==> src/rtl/muldiv_unit.sv <==
// muldiv_unit: iterative RISC-V M-extension unit, one shift-add or restoring-divide step per cycle.
// Divide-by-zero and signed overflow may optionally bypass iteration.
module muldiv_unit #(
    parameter int XLEN         = 32,
    parameter bit FAST_SPECIAL = 1'b1
) (
    input  logic            clk,
    input  logic            rst_n,
    input  logic [1:0]      ALUOp,
    input  logic [6:0]      Funct7,
    input  logic [2:0]      Funct3,
    input  logic [XLEN-1:0] SrcA,
    input  logic [XLEN-1:0] SrcB,
    input  logic            start,
    input  logic            flush,
    output logic            IsMulDiv,
    output logic            busy,
    output logic            done,
    output logic [XLEN-1:0] Result
);
    localparam int CW = $clog2(XLEN);
    typedef enum logic [1:0] {IDLE, CALC, DONE} state_t;
    state_t r_state, w_next;
    logic [CW-1:0]     r_cnt;
    logic [2:0]        r_op;
    logic [XLEN-1:0]   r_m;
    logic [2*XLEN-1:0] r_acc;
    logic              r_neg, r_sa;
    logic              w_div, w_sa, w_sb, w_zero, w_ovf, w_special, w_accept, w_last, w_ge;
    logic [XLEN-1:0]   w_ma, w_mb, w_special_res, w_dr, w_quo, w_rem, w_final;
    logic [XLEN:0]     w_sum, w_sh;
    logic [2*XLEN-1:0] w_step, w_prod;

    assign IsMulDiv = ALUOp == 2'b10 && Funct7 == 7'b0000001;
    assign w_div    = Funct3[2];
    assign w_sa     = SrcA[XLEN-1] && (Funct3 == 3'b001 || Funct3 == 3'b010 || Funct3 == 3'b100 || Funct3 == 3'b110);
    assign w_sb     = SrcB[XLEN-1] && (Funct3 == 3'b001 || Funct3 == 3'b100 || Funct3 == 3'b110);
    assign w_ma     = w_sa ? -SrcA : SrcA;
    assign w_mb     = w_sb ? -SrcB : SrcB;
    assign w_zero   = SrcB == '0;
    assign w_ovf    = !Funct3[0] && SrcA == {1'b1, {(XLEN-1){1'b0}}} && SrcB == '1;
    assign w_special     = FAST_SPECIAL && w_div && (w_zero || w_ovf);
    assign w_special_res = w_zero ? (Funct3[1] ? SrcA : '1) : (Funct3[1] ? '0 : SrcA);
    assign w_accept = r_state == IDLE && start && IsMulDiv && !flush;
    assign w_last   = r_state == CALC && r_cnt == '0;

    // Multiply keeps {partial, multiplier} and shifts right; divide keeps {remainder, quotient} and shifts left.
    assign w_sum  = {1'b0, r_acc[2*XLEN-1:XLEN]} + (r_acc[0] ? {1'b0, r_m} : '0);
    assign w_sh   = r_acc[2*XLEN-1:XLEN-1];
    assign w_ge   = w_sh >= {1'b0, r_m};
    assign w_dr   = w_ge ? XLEN'(w_sh - {1'b0, r_m}) : w_sh[XLEN-1:0];
    assign w_step = r_op[2] ? {w_dr, r_acc[XLEN-2:0], w_ge} : {w_sum, r_acc[XLEN-1:1]};

    assign w_prod  = r_neg ? -w_step : w_step;
    assign w_quo   = r_neg ? -w_step[XLEN-1:0] : w_step[XLEN-1:0];
    assign w_rem   = r_sa ? -w_step[2*XLEN-1:XLEN] : w_step[2*XLEN-1:XLEN];
    assign w_final = !r_op[2] ? (r_op[1:0] == 2'b00 ? w_prod[XLEN-1:0] : w_prod[2*XLEN-1:XLEN])
                              : (r_op[1] ? w_rem : w_quo);

    always_ff @(posedge clk or negedge rst_n) begin
        if (!rst_n)
            r_state <= IDLE;
        else
            r_state <= w_next;
    end

    always_comb begin
        w_next = r_state;
        if (flush)
            w_next = IDLE;
        else if (w_accept)
            w_next = w_special ? DONE : CALC;
        else if (w_last)
            w_next = DONE;
        else if (r_state == DONE)
            w_next = IDLE;
    end

    assign busy = r_state != IDLE;
    assign done = r_state == DONE && !flush;

    // A zero divisor never negates the quotient so it stays all-ones regardless of dividend sign.
    always_ff @(posedge clk or negedge rst_n) begin
        if (!rst_n) begin
            r_cnt  <= '0;
            r_op   <= '0;
            r_m    <= '0;
            r_acc  <= '0;
            r_neg  <= 1'b0;
            r_sa   <= 1'b0;
            Result <= '0;
        end else if (w_accept) begin
            r_cnt <= CW'(XLEN-1);
            r_op  <= Funct3;
            r_m   <= w_div ? w_mb : w_ma;
            r_acc <= {{XLEN{1'b0}}, (w_div ? w_ma : w_mb)};
            r_neg <= (w_sa ^ w_sb) && !(w_div && w_zero);
            r_sa  <= w_sa;
            if (w_special)
                Result <= w_special_res;
        end else if (r_state == CALC && !flush) begin
            r_cnt <= r_cnt - 1'b1;
            r_acc <= w_step;
            if (w_last)
                Result <= w_final;
        end
    end
endmodule
==> config.mk <==
export PLATFORM = sky130hd
export DESIGN_NAME = muldiv_unit
export DESIGN_NICKNAME = d
export VERILOG_FILES = /design/src/rtl/muldiv_unit.sv
export SDC_FILE = /design/constraint.sdc
export NUM_CORES = 1
export LEC_CHECK = 0
export BUFFER_PORTS_ARGS = -buffer_cell sky130_fd_sc_hd__buf_2
export CORE_MARGIN = 2
export CORE_UTILIZATION = 40
export CTS_CLUSTER_SIZE = 10
export DETAILED_ROUTE_END_ITERATION = 8
export HOLD_SLACK_MARGIN = 0.12
export PLACE_DENSITY = 0.55
export SLEW_MARGIN = 20
export SYNTH_ARGS = -nofsm -noshare
export SYNTH_HDL_FRONTEND = slang
export SYNTH_SLANG_ARGS = --single-unit
==> constraint.sdc <==
create_clock -name clk -period 6.4 [get_ports clk]
set_input_delay 0.96 -clock clk [delete_from_list [all_inputs] [get_ports clk]]
set_output_delay 0.96 -clock clk [all_outputs]
set_load 0.05 [all_outputs]
* Word-level counts from Yosys, hierarchy flattened
Cells that the tools add are included.
** Storage, ports and cells
- Register bits after elaboration :: 140
- Input port bits :: 80
- Output and inout port bits :: 35
- Logic and storage cells :: 90
** Cells by class
- Add/subtract/negate cells :: 8
- Order comparisons :: 1
- Equal/unequal tests :: 11
- Mux-type cells :: 29
- Bitwise gates (word level) :: 1
- Reductions and logical operators :: 32
** Operator list (number)
- 32-bit two-way mux :: 18
- 64-bit two-way mux :: 4
- 32-bit negator :: 4
- 32-bit equality test (second input constant) :: 2
- 64-bit negator :: 1
- 32-bit by 32-bit adder with 33-bit output :: 1
- 33-bit by 32-bit greater-or-equal comparator with 1-bit output :: 1
- 32-bit logical NOT :: 1
- 32-bit subtractor :: 1
- 1-bit logical AND :: 14
- 2-bit two-way mux :: 5
- 5-bit two-way mux :: 2
- 7-bit by 1-bit equality test with 1-bit output (second input constant) :: 1
- 3-bit equality test (second input constant) :: 2
- 1-bit logical OR :: 6
- 2-bit nonzero test :: 3
- 5-bit logical NOT :: 1
- 5-bit by 1-bit subtractor with 5-bit output (second input constant) :: 1
- 2-bit equality test (second input constant) :: 2
- 2-bit logical NOT :: 2
- 4-bit nonzero test :: 1
- 3-bit by 1-bit equality test with 1-bit output (second input constant) :: 1
- 3-bit by 2-bit equality test with 1-bit output (second input constant) :: 1
- 1-bit logical NOT :: 3
- 4 further kinds :: 4

* Logic depth before layout (Yosys ltp)
- Depth in word-level cells :: 10
- Gate-level depth with buffers :: 23
- Gate-level depth less buffers :: 18

* Worst setup path after synthesis
No wires, ideal clock.
- Path type :: input-to-reg
- Start :: in Funct7[4]
- End :: reg Result[26]
- Setup time :: 77 ps
- Data arrival time :: 4735 ps
- Required time :: 6323 ps
- Slack :: 1588 ps
- Stages :: 11
- Buffers on the path :: 0
- Cells stage by stage :: nor4b_1 nand3b_1 nor4_1 nand4_1 nand2_1 nor2_1 nand2_1 o21ai_0 a2111oi_0 nand3_1 o21ai_1
** Between the ends
- Word-level cells in the longest chain between the ends :: 6
- Elaborated cells on any way between the ends :: 9
- Those cells by class :: eq/ne: 2; mux: 1; reduce/logical: 6
** Ends and longest elaborated chain
- from (decl) :: RTL line 10 : input logic [6:0] Funct7,
- 7-bit by 1-bit equality test with 1-bit output (*) :: RTL line 34 : assign IsMulDiv = ALUOp == 2'b10 && Funct7 == 7'b0000001;
- 1-bit logical AND (*) :: RTL line 34
- net IsMulDiv :: RTL line 16 : output logic IsMulDiv,
- 1-bit logical AND (*) (2 in series) :: RTL line 44 : assign w_accept = r_state == IDLE && start && IsMulDiv && !flush;
- 2-bit != test (no line) / 2-bit nonzero test (equally long branches)
- 3-bit AND reduction (no line)
- to (signal assigned) :: RTL line 100 : Result <= w_special_res;
- to (signal assigned) :: RTL line 105 : Result <= w_final;
- to (decl) :: RTL line 19 : output logic [XLEN-1:0] Result
The timed path passes the listed nets; every way through them passes the cells marked *.
A chain may end at the register's enable or synchronous reset.

* Final worst setup path
- Start :: reg r_acc[40]
- End :: reg Result[22]
** Between the ends
- Word-level cells in the longest chain between the ends :: 10
- Elaborated cells on any way between the ends :: 17
- Those cells by class :: add/sub: 5; order compare: 1; mux: 11
** Ends and longest elaborated chain
- from (decl) :: RTL line 27 : logic [2*XLEN-1:0] r_acc;
- from (signal assigned) :: RTL line 96 : r_acc <= {{XLEN{1'b0}}, (w_div ? w_ma : w_mb)};
- from (signal assigned) :: RTL line 103 : r_acc <= w_step;
- 32-bit subtractor / 33-bit by 32-bit greater-or-equal comparator with 1-bit output (equally long branches) :: RTL line 51, 50
- 32-bit two-way mux :: RTL line 51 : assign w_dr = w_ge ? XLEN'(w_sh - {1'b0, r_m}) : w_sh[XLEN-1:0];
- 64-bit two-way mux (*) :: RTL line 52 : assign w_step = r_op[2] ? {w_dr, r_acc[XLEN-2:0], w_ge} : {w_sum, r_acc[XLEN-1:1]};
- 64-bit negator / 32-bit negator (equally long branches) :: RTL line 54, 56
- 64-bit two-way mux / 32-bit two-way mux (equally long branches) :: RTL line 54, 56
- 32-bit two-way mux (on tied branches) :: RTL line 57, 58
- 32-bit two-way mux (*) :: RTL line 57 : assign w_final = !r_op[2] ? (r_op[1:0] == 2'b00 ? w_prod[XLEN-1:0] : w_prod[2*XLEN-1:XLEN])
- 32-bit two-way mux (*) :: RTL line 104 : if (w_last)
- 32-bit two-way mux (*) :: RTL line 101 : end else if (r_state == CALC && !flush) begin
- 32-bit two-way mux (*) :: RTL line 92 : end else if (w_accept) begin
Every way passes the cells marked *; elsewhere a longest branch is shown, timed or not. The select of a mux whose other input is x is not followed.

==> impl_results.md <==
- WL per Instance: 27.26 um
- Syn nets: 2575
- Delay-heaviest family, CP: simple AND/OR/NAND/NOR gates
- Worst VDD drop: 218.2 uV
- Die area: 0.04487 sq mm
- Comb pwr share: 36.1%
- Vias in the first global route: 18400
- Hold crit path type: register to register
- Initial core utilization: 40.29%
- Clock Pin Slew Worst Setup and Hold Paths: 0.07 ns
- Clock Tree Root: clkbuf_16
- RD Place Congestion: 1.045
- Post-CTS setup buffer count: 0
- Worst reg2reg endpoint: Result[22]
- Sw frac: 39.96%
- Remaining Overflow, GRT: 0
- Total negative slack: 0 ns
- Crit path time final: 5.886 ns
- Pins over their slew limit: 0
- Clk_skew: 0.01318 ns
- Hold Vio Cnt, Final: 0
- Post-synthesis sequential area ratio: 20.28%
- Final period utilization: 91.98%
- Cells on Worst Hold Path: 2
- Distinct cells, synth: 105
- Routed vias: 19750
- Synthesized area per cell: 7.134 sq um
- Maximum root-to-sink buffer count: 2
- Worst Path Max Fanout: 10
- Pin count of the biggest net entering global routing: 93
- Routed Antenna Nets: 0
- First-pass GRT wire length: 121.7 mm
- CTS tree: yes
- Mapped Area: 0.01728 sq mm
- Reg2Reg Setup Slack: 0.51 ns
- CTS Buf Count: 17
- Share of cells above drive strength 1: 10.52%
- Top FF cell, synth: dfrtp_1
- HP Start: Result[26]
- CP endpoint kind: register
- Cts hold-fix bufs: 0
- Crit path buf inv count: 2
- Die Span Y: 211.8 um
- Slowest stage delay, CP: 0.63 ns
- Clock group share of total power: 34.4%
- Routed Wire Length: 83.31 mm
- Seq pwr share: 29.5%
- R2R cell count: 17
- Leak Pwr: 7.985 nW
- CP Depth: 17
- Psw: 1.240 mW
- Maxcap violations: 0
- Worst Setup Start Kind: register
- Status: completed
- Hold endpoint: Result[26]
- Ys Warns: 0
- Worst hold margin: 0.4920 ns
- Post-Synthesis Cells: 2422
- Post-synth EDFFs: 0
- Initial antenna violation count: 4
- Core Box Area: 0.04289 sq mm
- Drt drc: 0
- Hpwl dp: 65.77 mm
- H-tree levels: 4
- Slowest-stage cell, CP: nor3_1
- Nets: 2611
- Final Setup Violations: 0
- IO buf count: 114
- Boundary Pins: 115
- PwrDens: 163.5 mW/mm^2
- Crit path cell chain: ha_1 > nand4_1 > nor3_1 > nand4_1 > o211a_1 > a311oi_1 > a311oi_1 > inv_1 > ha_1 > inv_1 > or3_1 > nor4_4 > nand4b_2 > o21ai_1 > xnor2_1 > o221ai_1 > o311ai_1
- Overall Global Routing Usage: 37.08%
- Clock net sink count: 140
- CP Class: register to register
- Worst EP arrival: 6.22 ns
- Cell Rows: 76
- DR vias/cell: 6.461
- RSZ-0062 raised after global routing: false
- Resize count post-CTS: 0
- DRT iter0 DRCs: 2130
- Internal power: 1.863 mW
- DR pass1 iterations: 8
- Worst slew pin tran: 1.298 ns
- Area added between synthesis and finish: 9.834%
- Worst r2r src: r_acc[40]
- Data required time of the critical path: 6.74 ns
- Synthesis-stage register bit count: 140
- FFs w/ async S/R, synth: 100.0%
- Max frequency: 169.9 MHz
- Worst-Skew Late Latency: 0.48 ns
- Die W: 211.8 um
- Diode count: 0
- Slew HR: 12.25%
## cell usage after synthesis, drive strengths merged (12+ instances only)
cell | instances | area (sq um)
ha | 71 | 888.4
o21bai | 12 | 101.4
o21a | 13 | 98.85
nor2 | 247 | 927.1
inv | 79 | 296.5
o22ai | 14 | 93.84
nor2b | 13 | 81.33
and3 | 15 | 93.84
o31ai | 24 | 185.2
a211oi | 33 | 275.3
o211ai | 74 | 569.3
a21oi | 199 | 1015
maj3 | 13 | 130.1
xor2 | 65 | 569.3
mux2i | 47 | 470.5
a21o | 31 | 232.7
buf | 41 | 230.2
or3 | 32 | 200.2
nor3 | 69 | 350.3
nor4 | 30 | 215.2
nand4 | 51 | 319.1
a31oi | 34 | 227.7
nand2b | 32 | 200.2
o21ai | 232 | 1169
nand3 | 65 | 330.3
clkbuf | 110 | 414.1
dfrtp | 140 | 3503
and2 | 48 | 300.3
or4 | 17 | 131.4
nand2 | 281 | 1055
xnor2 | 96 | 840.8
## placed cells by master, fill, tap and decap left out, drive strengths merged, types with 51 or more instances in the layout
master	instances
buf	168
xor2	65
nor3	69
dfrtp	140
ha	71
nand2	281
a21oi	199
nand4	51
xnor2	96
o211ai	74
o21ai	232
nor2	247
inv	83
nand3	65
## layout make-up
| cell class | instances | area, sq um |
|---|---|---|
| inverter | 82 | 307.8 |
| timing repair buffer | 168 | 982.2 |
| fill | 4526 | 23910 |
| clock buffer | 17 | 425.4 |
| sequential | 140 | 3507 |
| clock inverter | 15 | 165.2 |
| multi-input combinational | 2049 | 12860 |
| tap | 585 | 732.0 |
## per-stage QoR
step | cells | power, mW | worst slack [ns] | cell area [sq um] | utilization [%]
after floorplan | 2422 | 1.609 | 1.588 | 17280 | -
after global placement | 3024 | 2.012 | 0.7556 | 18390 | 42.87
after detailed placement | 3024 | 2.017 | 0.8086 | 18390 | 42.87
after CTS | 3056 | 3.076 | 0.7443 | 18980 | 44.25
after global routing | 3056 | 3.216 | 0.2434 | 18980 | 44.25
final | 3056 | 3.102 | 0.5136 | 18980 | 44.25
## flip-flops by register name, indices dropped and copies added (netlist names)
register,cells
r_acc,64
Result,32
r_m,32
r_cnt,5
r_op,3
r_state,2
r_neg,1
r_sa,1
## metal layers
layer / wire length, um / vias to the layer above / global-route usage (%)
li1: - / 8985 / -
met1: 33390 / 9494 / 47.42
met2: 36560 / 1056 / 57.34
met3: 7467 / 210 / 6.735
met4: 5883 / 0 / 24.16
met5: 0 / - / 0
## how the worst max path moves through the flow
stage,start,to
6_report,r_acc[40],Result[22]
5_1_grt,r_acc[0],Result[22]
4_1_cts,r_acc[0],Result[25]
3_5_place_dp,r_acc[0],Result[25]
3_3_place_gp,r_acc[0],Result[25]
2_1_floorplan,Funct7[4],Result[26]
## tightest hold or removal path, cell delays in order (launching register included)
cell,delay (ns)
dfrtp_1,0.34
nand2_1,0.05
o21ai_1,0.06
## power by group through the flow
stage | registers [mW] | clock network (mW) | logic [mW]
floorplan | 0.940 | 0 | 0.669
global placement | 0.931 | 0 | 1.08
detailed placement | 0.931 | 0 | 1.09
CTS | 0.914 | 1.07 | 1.09
global route | 0.916 | 1.11 | 1.19
finish | 0.915 | 1.07 | 1.12
## kinds of logic (layout without fill, tap and decap cells)
group / count (synthesis) / count (layout) / share of synthesized area (%)
multiplexers: 51 / 51 / 2.984
XOR/XNOR: 161 / 161 / 8.161
AO/OA/AOI/OAI: 801 / 801 / 30.21
adder cells (fa/ha/maj): 86 / 86 / 6.126
flip-flops: 140 / 140 / 20.28
buffers and inverters: 233 / 282 / 5.511
AND/OR/NAND/NOR: 950 / 950 / 26.74
Note: power is estimated with default switching activity, not from simulation.
